==> src/rtl/serial_neuron_mac_pkg.sv <==
// serial_neuron_mac_pkg: FP32 constants and FSM state encodings shared by the neuron MAC.
`ifndef SERIAL_NEURON_MAC_PKG_SV
`define SERIAL_NEURON_MAC_PKG_SV
package serial_neuron_mac_pkg;
    localparam logic [31:0] FP_ZERO      = 32'h0000_0000;
    localparam logic [31:0] FP_CLAMP_POS = 32'h4080_0000;
    localparam logic [31:0] FP_CLAMP_NEG = 32'hC080_0000;
    typedef enum logic [1:0] {
        IDLE  = 2'd0,
        ACCUM = 2'd1,
        BIAS  = 2'd2,
        DONE  = 2'd3
    } state_t;
endpackage
`endif

==> src/rtl/FloatingAddition.sv <==
// FloatingAddition: combinational FP32 add, round-to-nearest, subnormals flushed to zero.
module FloatingAddition (
    input  logic [31:0] a,
    input  logic [31:0] b,
    output logic [31:0] sum
);
    logic              swap, rnd, carry;
    logic [31:0]       big, sml;
    logic [7:0]        d;
    logic [24:0]       mb, ms;
    logic [25:0]       raw, norm;
    logic [4:0]        sh;
    logic [22:0]       frac;
    logic signed [9:0] e;
    always_comb begin
        swap = a[30:0] < b[30:0];
        big = swap ? b : a;
        sml = swap ? a : b;
        d = big[30:23] - sml[30:23];
        mb = {1'b1, big[22:0], 1'b0};
        ms = {1'b1, sml[22:0], 1'b0} >> d;
        raw = big[31] == sml[31] ? {1'b0, mb} + {1'b0, ms} : {1'b0, mb} - {1'b0, ms};
        sh = 5'd0;
        for (int i = 0; i < 26; i++)
            if (raw[i]) sh = 5'(25 - i);
        norm = raw << sh;
        rnd = norm[1] & (norm[0] | norm[2]);
        {carry, frac} = {1'b0, norm[24:2]} + 24'(rnd);
        e = $signed({2'b0, big[30:23]}) + 10'sd1 - $signed({5'b0, sh}) + $signed({9'b0, carry});
        // Exact cancellation leaves no leading one and yields +0.
        sum = a[30:23] == 8'd0 ? b :
              b[30:23] == 8'd0 ? a :
              (!norm[25] || e < 10'sd1) ? 32'h0 :
              e > 10'sd254 ? {big[31], 8'hFF, 23'h0} : {big[31], e[7:0], frac};
    end
endmodule

==> src/rtl/FloatingMultiplication.sv <==
// FloatingMultiplication: combinational FP32 multiply, round-to-nearest, subnormals flushed to zero.
module FloatingMultiplication (
    input  logic [31:0] a,
    input  logic [31:0] b,
    output logic [31:0] product
);
    logic [47:0]       p;
    logic [22:0]       frac;
    logic              sign, rnd, carry;
    logic signed [9:0] e;
    always_comb begin
        sign = a[31] ^ b[31];
        p = {1'b1, a[22:0]} * {1'b1, b[22:0]};
        rnd = p[47] ? p[23] & (|p[22:0] | p[24]) : p[22] & (|p[21:0] | p[23]);
        {carry, frac} = {1'b0, p[47] ? p[46:24] : p[45:23]} + 24'(rnd);
        e = $signed({2'b0, a[30:23]}) + $signed({2'b0, b[30:23]}) - 10'sd127
            + $signed({9'b0, p[47]}) + $signed({9'b0, carry});
        product = (a[30:23] == 8'd0 || b[30:23] == 8'd0 || e < 10'sd1) ? 32'h0 :
                  e > 10'sd254 ? {sign, 8'hFF, 23'h0} : {sign, e[7:0], frac};
    end
endmodule

==> src/rtl/serial_neuron_mac_fp_mac_datapath.sv <==
// fp_mac_datapath: acc + (bypass_mult ? b : a*b) using one FP multiplier and one FP adder.
module fp_mac_datapath (
    input  logic [31:0] acc,
    input  logic [31:0] a,
    input  logic [31:0] b,
    input  logic        bypass_mult,
    output logic [31:0] sum
);
    logic [31:0] prod;
    FloatingMultiplication u_mul (.a(a), .b(b), .product(prod));
    FloatingAddition u_add (.a(acc), .b(bypass_mult ? b : prod), .sum(sum));
endmodule

==> src/rtl/serial_neuron_mac.sv <==
// serial_neuron_mac: serial FP32 dot product plus bias feeding the softplus stage.
// Define SERIAL_NEURON_CLAMP_EN to clamp the biased sum to [-4.0, +4.0].
module serial_neuron_mac
    import serial_neuron_mac_pkg::*;
#(
    parameter int N_INPUTS = 8,
    parameter int CNT_W    = 8
) (
    input  logic        clk,
    input  logic        rst_n,
    input  logic        start,
    input  logic [31:0] bias,
    input  logic        in_valid,
    output logic        in_ready,
    input  logic [31:0] x_in,
    input  logic [31:0] w_in,
    output logic        out_valid,
    input  logic        out_ready,
    output logic [31:0] result,
    output logic        busy
);
    state_t           state;
    logic [CNT_W-1:0] count;
    logic [31:0]      acc, bias_q, mac, biased;
    logic             bypass;

    assign bypass = state == BIAS;

    // BIAS reuses the adder with the multiplier bypassed.
    fp_mac_datapath u_dp (
        .acc(acc), .a(x_in), .b(bypass ? bias_q : w_in), .bypass_mult(bypass), .sum(mac)
    );

`ifdef SERIAL_NEURON_CLAMP_EN
    assign biased = mac[30:0] > FP_CLAMP_POS[30:0] ? {mac[31], FP_CLAMP_POS[30:0]} : mac;
`else
    assign biased = mac;
`endif

    always_ff @(posedge clk or negedge rst_n) begin
        if (!rst_n) begin
            state     <= IDLE;
            acc       <= FP_ZERO;
            count     <= '0;
            bias_q    <= FP_ZERO;
            in_ready  <= 1'b0;
            out_valid <= 1'b0;
            result    <= FP_ZERO;
            busy      <= 1'b0;
        end else begin
            case (state)
                IDLE: if (start) begin
                    bias_q   <= bias;
                    acc      <= FP_ZERO;
                    count    <= '0;
                    in_ready <= 1'b1;
                    busy     <= 1'b1;
                    state    <= ACCUM;
                end
                ACCUM: if (in_valid && in_ready) begin
                    acc   <= mac;
                    count <= count + CNT_W'(1);
                    if (count == CNT_W'(N_INPUTS - 1)) begin
                        in_ready <= 1'b0;
                        state    <= BIAS;
                    end
                end
                BIAS: begin
                    acc       <= biased;
                    result    <= biased;
                    out_valid <= 1'b1;
                    state     <= DONE;
                end
                DONE: if (out_ready) begin
                    out_valid <= 1'b0;
                    busy      <= 1'b0;
                    state     <= IDLE;
                end
                default: state <= IDLE;
            endcase
        end
    end
endmodule

==> config.mk <==
export PLATFORM = sky130hd
export DESIGN_NAME = serial_neuron_mac
export DESIGN_NICKNAME = d
export VERILOG_FILES = /design/src/rtl/serial_neuron_mac_pkg.sv /design/src/rtl/FloatingAddition.sv /design/src/rtl/FloatingMultiplication.sv /design/src/rtl/serial_neuron_mac_fp_mac_datapath.sv /design/src/rtl/serial_neuron_mac.sv
export SDC_FILE = /design/constraint.sdc
export NUM_CORES = 2
export LEC_CHECK = 0
export CAP_MARGIN = 20
export CORE_UTILIZATION = 30
export DETAILED_ROUTE_END_ITERATION = 8
export PLACE_DENSITY = 0.54
export SYNTH_ARGS = -nofsm -noshare
export SYNTH_HDL_FRONTEND = slang
export SYNTH_SLANG_ARGS = --single-unit
==> constraint.sdc <==
create_clock -name clk -period 38.6 [get_ports clk]
set_input_delay 3.86 -clock clk [delete_from_list [all_inputs] [get_ports clk]]
set_output_delay 3.86 -clock clk [all_outputs]
set_load 0.01 [all_outputs]
Word level (Yosys, flattened, before mapping). Index checks and enable logic that the tools add are counted.

Register bits after elaboration: 109. Input port bits: 101. Output and inout port bits: 35. Word-level logic and storage cells: 125.

Add/subtract/negate cells: 13. $mul: 1. Order comparisons: 5. Equal/unequal tests: 9. Shift-type cells: 2. Multiplexer cells: 57. Bitwise operators: 7. Reductions and logical operators: 23.

Operators by type and width (number): 32-bit 2-to-1 mux (10); 5-bit 2-to-1 mux (26); 32-bit one-hot mux with 3 select lines (1); 31-bit 2-to-1 mux (2); 23-bit by 1-bit adder with 24-bit output (2); 24-bit by 24-bit multiplier with 48-bit output (1); 8-bit zero test (4); 31-bit less-than comparator (1); 10-bit by 2-bit adder with 10-bit output (3); 25-bit by 25-bit adder with 26-bit output (1); 26-bit 2-to-1 mux (1); 26-bit by 5-bit << shifter with 26-bit output (1); 25-bit by 25-bit subtractor with 26-bit output (1); 25-bit by 8-bit >> shifter with 25-bit output (1); 23-bit 2-to-1 mux (1); 23-bit OR reduction (1); 22-bit OR reduction (1); 10-bit by 9-bit > comparator with 1-bit output, second input constant (2); 10-bit by 2-bit less-than comparator with 1-bit output, second input constant (2); 8-bit 2-to-1 mux (2); 8-bit one-hot mux with 2 select lines (1); 9-bit by 5-bit subtractor with 10-bit output (1); 9-bit by 7-bit subtractor with 10-bit output, second input constant (1); 8-bit by 1-bit adder with 9-bit output, second input constant (1); other kinds (24) (49).

Depth between registers and ports, before layout.
Depth after elaboration: 57. Mapped depth: 136. Gate-level depth less buffers: 123.

Cells and area by module. From an unflattened synthesis, not the netlist that was laid out.

Cell total of the unflattened synthesis: 4421. Area total of the unflattened synthesis: 36442.5 µm².

Modules (own cells, without submodules): FloatingMultiplication (instances 1, cells an instance 2530, area an instance 21141.5 µm², sequential area each 0.0 µm²); FloatingAddition (instances 1, cells an instance 1476, area an instance 9928.3 µm², sequential area each 0.0 µm²); serial_neuron_mac (instances 1, cells an instance 379, area an instance 4828.4 µm², sequential area each 2727.6 µm²); fp_mac_datapath (instances 1, cells an instance 36, area an instance 544.3 µm², sequential area each 0.0 µm²).

Least setup slack after synthesis. OpenSTA, ideal clock, no wires.

Path kind: input to register. Start point: input port w_in[1]. End point: register result[0]. Setup time: 0.125 ns. Arrival time: 28.942 ns. Data required time: 38.475 ns. Slack: 9.533 ns. Stages on the path: 120. Cells stage by stage: mux2i_1 -> inv_1 -> clkbuf_1 -> and2_1 -> fa_1 -> fa_1 -> inv_1 -> fa_1 -> fa_1 -> inv_1 -> fa_1 -> fa_1 -> inv_1 -> fa_1 -> inv_1 -> ha_1 -> clkbuf_1 -> a21oi_1 -> (+84 left out) -> inv_1 -> ha_1 -> fa_1 -> a21oi_1 -> nor2_1 -> nor2_1 -> o21bai_1 -> a21oi_1 -> xor2_1 -> nor3_1 -> o21a_1 -> or3_1 -> clkbuf_1 -> nor2_1 -> a32o_1 -> nand2_1 -> o21ai_0 -> mux2_2.

Word-level cells in the longest chain between the ends: 54.

Ends and longest elaborated chain: start, declared (line serial_neuron_mac.sv:16) `input logic [31:0] w_in,`; 32-bit 2-to-1 mux * (line serial_neuron_mac.sv:31) `.acc(acc), .a(x_in), .b(bypass ? bias_q : w_in), .bypass_mult(bypass), .sum(mac)`; 24-bit by 24-bit multiplier with 48-bit output (line FloatingMultiplication.sv:13) `p = {1'b1, a[22:0]} * {1'b1, b[22:0]};`; 23-bit OR reduction or 22-bit OR reduction (tied branches) (line FloatingMultiplication.sv:14) `rnd = p[47] ? p[23] & (|p[22:0] | p[24]) : p[22] & (|p[21:0] | p[23]);`; 1-bit bitwise OR (line FloatingMultiplication.sv:14); 1-bit AND (line FloatingMultiplication.sv:14); 1-bit 2-to-1 mux (line FloatingMultiplication.sv:14); 23-bit by 1-bit adder with 24-bit output (line FloatingMultiplication.sv:15) `{carry, frac} = {1'b0, p[47] ? p[46:24] : p[45:23]} + 24'(rnd);`; 10-bit by 2-bit adder with 10-bit output (line FloatingMultiplication.sv:17) `+ $signed({9'b0, p[47]}) + $signed({9'b0, carry});`; (+38 left out); 1-bit AND (line FloatingAddition.sv:27) `rnd = norm[1] & (norm[0] | norm[2]);`; 23-bit by 1-bit adder with 24-bit output (line FloatingAddition.sv:28) `{carry, frac} = {1'b0, norm[24:2]} + 24'(rnd);`; 10-bit by 2-bit adder with 10-bit output (line FloatingAddition.sv:29) `e = $signed({2'b0, big[30:23]}) + 10'sd1 - $signed({5'b0, sh}) + $signed({9'b0, carry});`; 10-bit by 9-bit > comparator with 1-bit output or 10-bit by 2-bit less-than comparator with 1-bit output (tied branches) (line FloatingAddition.sv:34, FloatingAddition.sv:33); 31-bit 2-to-1 mux or 1-bit logical OR (tied branches) (line FloatingAddition.sv:34, FloatingAddition.sv:33); 32-bit 2-to-1 mux (line FloatingAddition.sv:33) `(!norm[25] || e < 10'sd1) ? 32'h0 :`; 32-bit 2-to-1 mux (line FloatingAddition.sv:32) `b[30:23] == 8'd0 ? a :`; 32-bit 2-to-1 mux * (line FloatingAddition.sv:31) `sum = a[30:23] == 8'd0 ? b :`; end signal, assigned (line serial_neuron_mac.sv:70) `result <= biased;`; end, declared (line serial_neuron_mac.sv:19) `output logic [31:0] result,`.

Every way passes the cells marked *; elsewhere a longest branch is shown, timed or not. A chain may end at the register's enable or synchronous reset.

Worst setup path after layout.
Start point: input port x_in[6]. End point: register acc[11].

Word-level cells in the longest chain between the ends: 55.

Ends and longest elaborated chain: start, declared (line serial_neuron_mac.sv:15) `input logic [31:0] x_in,`; 24-bit by 24-bit multiplier with 48-bit output * (line FloatingMultiplication.sv:13); 23-bit OR reduction or 22-bit OR reduction (tied branches) (line FloatingMultiplication.sv:14); 1-bit bitwise OR (line FloatingMultiplication.sv:14); 1-bit AND (line FloatingMultiplication.sv:14); 1-bit 2-to-1 mux (line FloatingMultiplication.sv:14); 23-bit by 1-bit adder with 24-bit output (line FloatingMultiplication.sv:15); 10-bit by 2-bit adder with 10-bit output (line FloatingMultiplication.sv:17); 10-bit by 9-bit > comparator with 1-bit output or 10-bit by 2-bit less-than comparator with 1-bit output (tied branches) (line FloatingMultiplication.sv:19, FloatingMultiplication.sv:18); (+39 left out); 10-bit by 2-bit adder with 10-bit output (line FloatingAddition.sv:29); 10-bit by 9-bit > comparator with 1-bit output or 10-bit by 2-bit less-than comparator with 1-bit output (tied branches) (line FloatingAddition.sv:34, FloatingAddition.sv:33); 31-bit 2-to-1 mux or 1-bit logical OR (tied branches) (line FloatingAddition.sv:34, FloatingAddition.sv:33); 32-bit 2-to-1 mux (line FloatingAddition.sv:33); 32-bit 2-to-1 mux (line FloatingAddition.sv:32); 32-bit 2-to-1 mux * (line FloatingAddition.sv:31); 32-bit 2-to-1 mux (line serial_neuron_mac.sv:60) `ACCUM: if (in_valid && in_ready) begin`; 32-bit one-hot mux with 3 select lines * (line serial_neuron_mac.sv:51) `case (state)`; end signal, assigned (line serial_neuron_mac.sv:61) `acc <= mac;`; end signal, assigned (line serial_neuron_mac.sv:69) `acc <= biased;`; end, declared (line serial_neuron_mac.sv:24) `logic [31:0] acc, bias_q, mac, biased;`.

Every way passes the cells marked *; elsewhere a longest branch is shown, timed or not. The select of a mux whose other input is x is not followed.

==> metrics <==
Mapped Nets 5,444; Syn-to-layout area delta 9.42%; Die Height 349 um; Initial Util 30.2%; asr flop ratio synth 100%; drt pass-1 iters 6; clk buf depth 2; multi-input logic area 29,900 um^2; Slew @ Worst Pin 1.17 ns; RSZ-0062 raised after global routing no; initial antenna violation count 2; Critical-path top delay cell clkdlybuf4s50_1; count leader, synth inv_1; critical path class in2reg; Cell variety after synth 118; global-route wire length before repair 207,000 um; CP top delay family compound AO/OA/AOI/OAI gates; placed cell count 6,154; Setup Buffers After CTS 0; clock buffer count from CTS 9; Storage cell area 2730 um^2; Final Hold Viols 0; CTS tree yes; simple-gate share of the synthesized area 19.7%; Post-synth EDFFs 0; post-synthesis mux area share 4.08%; Synth Register Bits 109; Crit Path Max Fanout 34; Fin Hold WS 0.505 ns; clock latency on the worst-skew pair 0.39 ns; Syn Area/Cell 7.92 um^2; Die W 349 um; total core area 120,000 um^2; total of max-cap violations 0; vias per cell 5.39; top cells by area, synth fa_1 27%, ha_1 9.8%, dfrtp_1 7.5%; status finished, final reports clean; critical path launch point type input pin; vias in the first global route 33,471; fmax 29.5 MHz; Root Driver clkbuf_16; htree depth 3; main combinational cell family by area after synthesis adder cells; GRT Resource Usage Total 22.0%; fill count 12,804; Worst Hold Class reg2reg; Top Ports 136; Synth Area in Compound Gates 18.7%; input/output buffers 135; Mapped Cells 4,570; FP Rows 127; WP data required 38.90 ns; final wirelength 134,000 um; hold buffers post-CTS 0; Final Setup Violations 0; largest net degree at the start of global routing 84; most frequent CP cell fa_1; CP arrival 34.23 ns; Final #Nets 5,427; Resized Gates After CTS 0; drt initial violations 3,066; clk slew on worst S/H paths 0.09 ns; DRC Markers 0; share of the synthesized area in the top cell type 27.0%; max-slew violations 0; relative slew slack 21.7%; Synth Flop Type dfrtp_1; Synthesis Warnings 0; total grt overflow 0; CTS Sinks 109; hpwl dp 108,000 um; Post-synth top cells 718 x inv_1, 520 x nand2_1, 488 x fa_1; ANT cells 0; post-layout min period 33.93 ns; CP bufs+invs 16; Via Count 33,233; Post-DRT Antenna Nets 0; Mapped Area 36,200 um^2; RD Place Congestion 1.00; setup TNS 0 ns; XOR/XNOR Fraction of Synth Area 2.90%; Synth area leader fa_1; wire per inst 21.7 um; Final Skew 0.0172 ns; layout cell share with drive strength beyond 1 6.12%; Max stage delay on crit path 0.88 ns; adder and majority gate portion of the synthesized area 36.8%; Total Die Area 122,000 um^2; register area share after synthesis 7.53%; Tcrit/Tclk final 87.9%; crit end category flop; Non-Filler Instances 6,170
[logic make-up after synthesis]
| group | after synthesis |
|---|---|
| fa+ha+maj | 773 |
| flops | 109 |
| compound gates | 992 |
| mux | 135 |
| simple gates | 1472 |
| buf+inv | 969 |
| xor+xnor | 120 |
[cell usage in the layout, fill, tap and decap left out, types with 70 or more instances in the layout]
cell / count
clkdlybuf4s50_1: 134
nand2_1: 519
nand3_1: 78
xnor2_1: 87
and2_1: 201
o21ai_0: 180
nor2_1: 324
ha_1: 284
mux2_2: 70
inv_1: 718
buf_4: 80
fa_1: 488
dfrtp_1: 109
a21oi_1: 248
[final cells by class]
| cell class | count | share of cell area (%) |
|---|---|---|
| inverter | 727 | 6.89 |
| clock buffer | 9 | 0.568 |
| timing repair buffer | 214 | 4.90 |
| sequential | 109 | 6.88 |
| clock inverter | 7 | 0.231 |
| multi-input combinational | 3492 | 75.4 |
| tap | 1612 | 5.09 |
[worst paths after layout]
| path | from | endpoint | slack, ns | depth (start not counted) |
|---|---|---|---|---|
| worst max-delay path | x_in[6] | acc[11] | 4.67 | 104 |
| worst min-delay path | bias_q[15] | bias_q[15] | 0.51 | 1 |
| worst max register to register | state[0] | acc[11] | 6.76 | 107 |
| worst min register to register | bias_q[15] | bias_q[15] | 0.51 | 1 |
| max in group asynchronous | rst_n | bias_q[16] | 33.73 | 2 |
| min in group asynchronous | rst_n | result[11] | 3.48 | 1 |
[registers in the layout, indices dropped and copies added, names as in the netlist]
register	flops
bias_q	32
in_ready	1
busy	1
out_valid	1
acc	32
result	32
state	2
count	8
[layer usage]
metal / vias to the layer above / track usage (%) / part of all wire, %
met3: 191 / 3.08 / 7.1
met5: - / 0 / 0
li1: 15161 / - / -
met1: 16579 / 30.9 / 45
met2: 1302 / 34.9 / 45
met4: 0 / 6.74 / 3.3
[per-stage QoR]
stage / setup WS (ns) / util (%) / cell area, um^2
after floorplan: 9.53 / - / 36200
after CTS: 5.02 / 33.1 / 39600
after global routing: 2.56 / 33.1 / 39600
final: 4.67 / 33.1 / 39600
after global placement: 5.17 / 32.8 / 39300
after detailed placement: 4.79 / 32.8 / 39300
[worst register-to-register path, delay by kind of cell (launching register included)]
kind	cells	cell delay (ns)
fa+ha+maj	18	7.22
mux	2	0.84
simple gates	26	7.48
compound gates	43	11.42
flops	1	0.41
buf+inv	16	3.88
xor+xnor	2	0.49
Power is left out: the tool's default activity adds up to more than one toggle a clock period on the data nets, which glitch-free logic cannot reach.
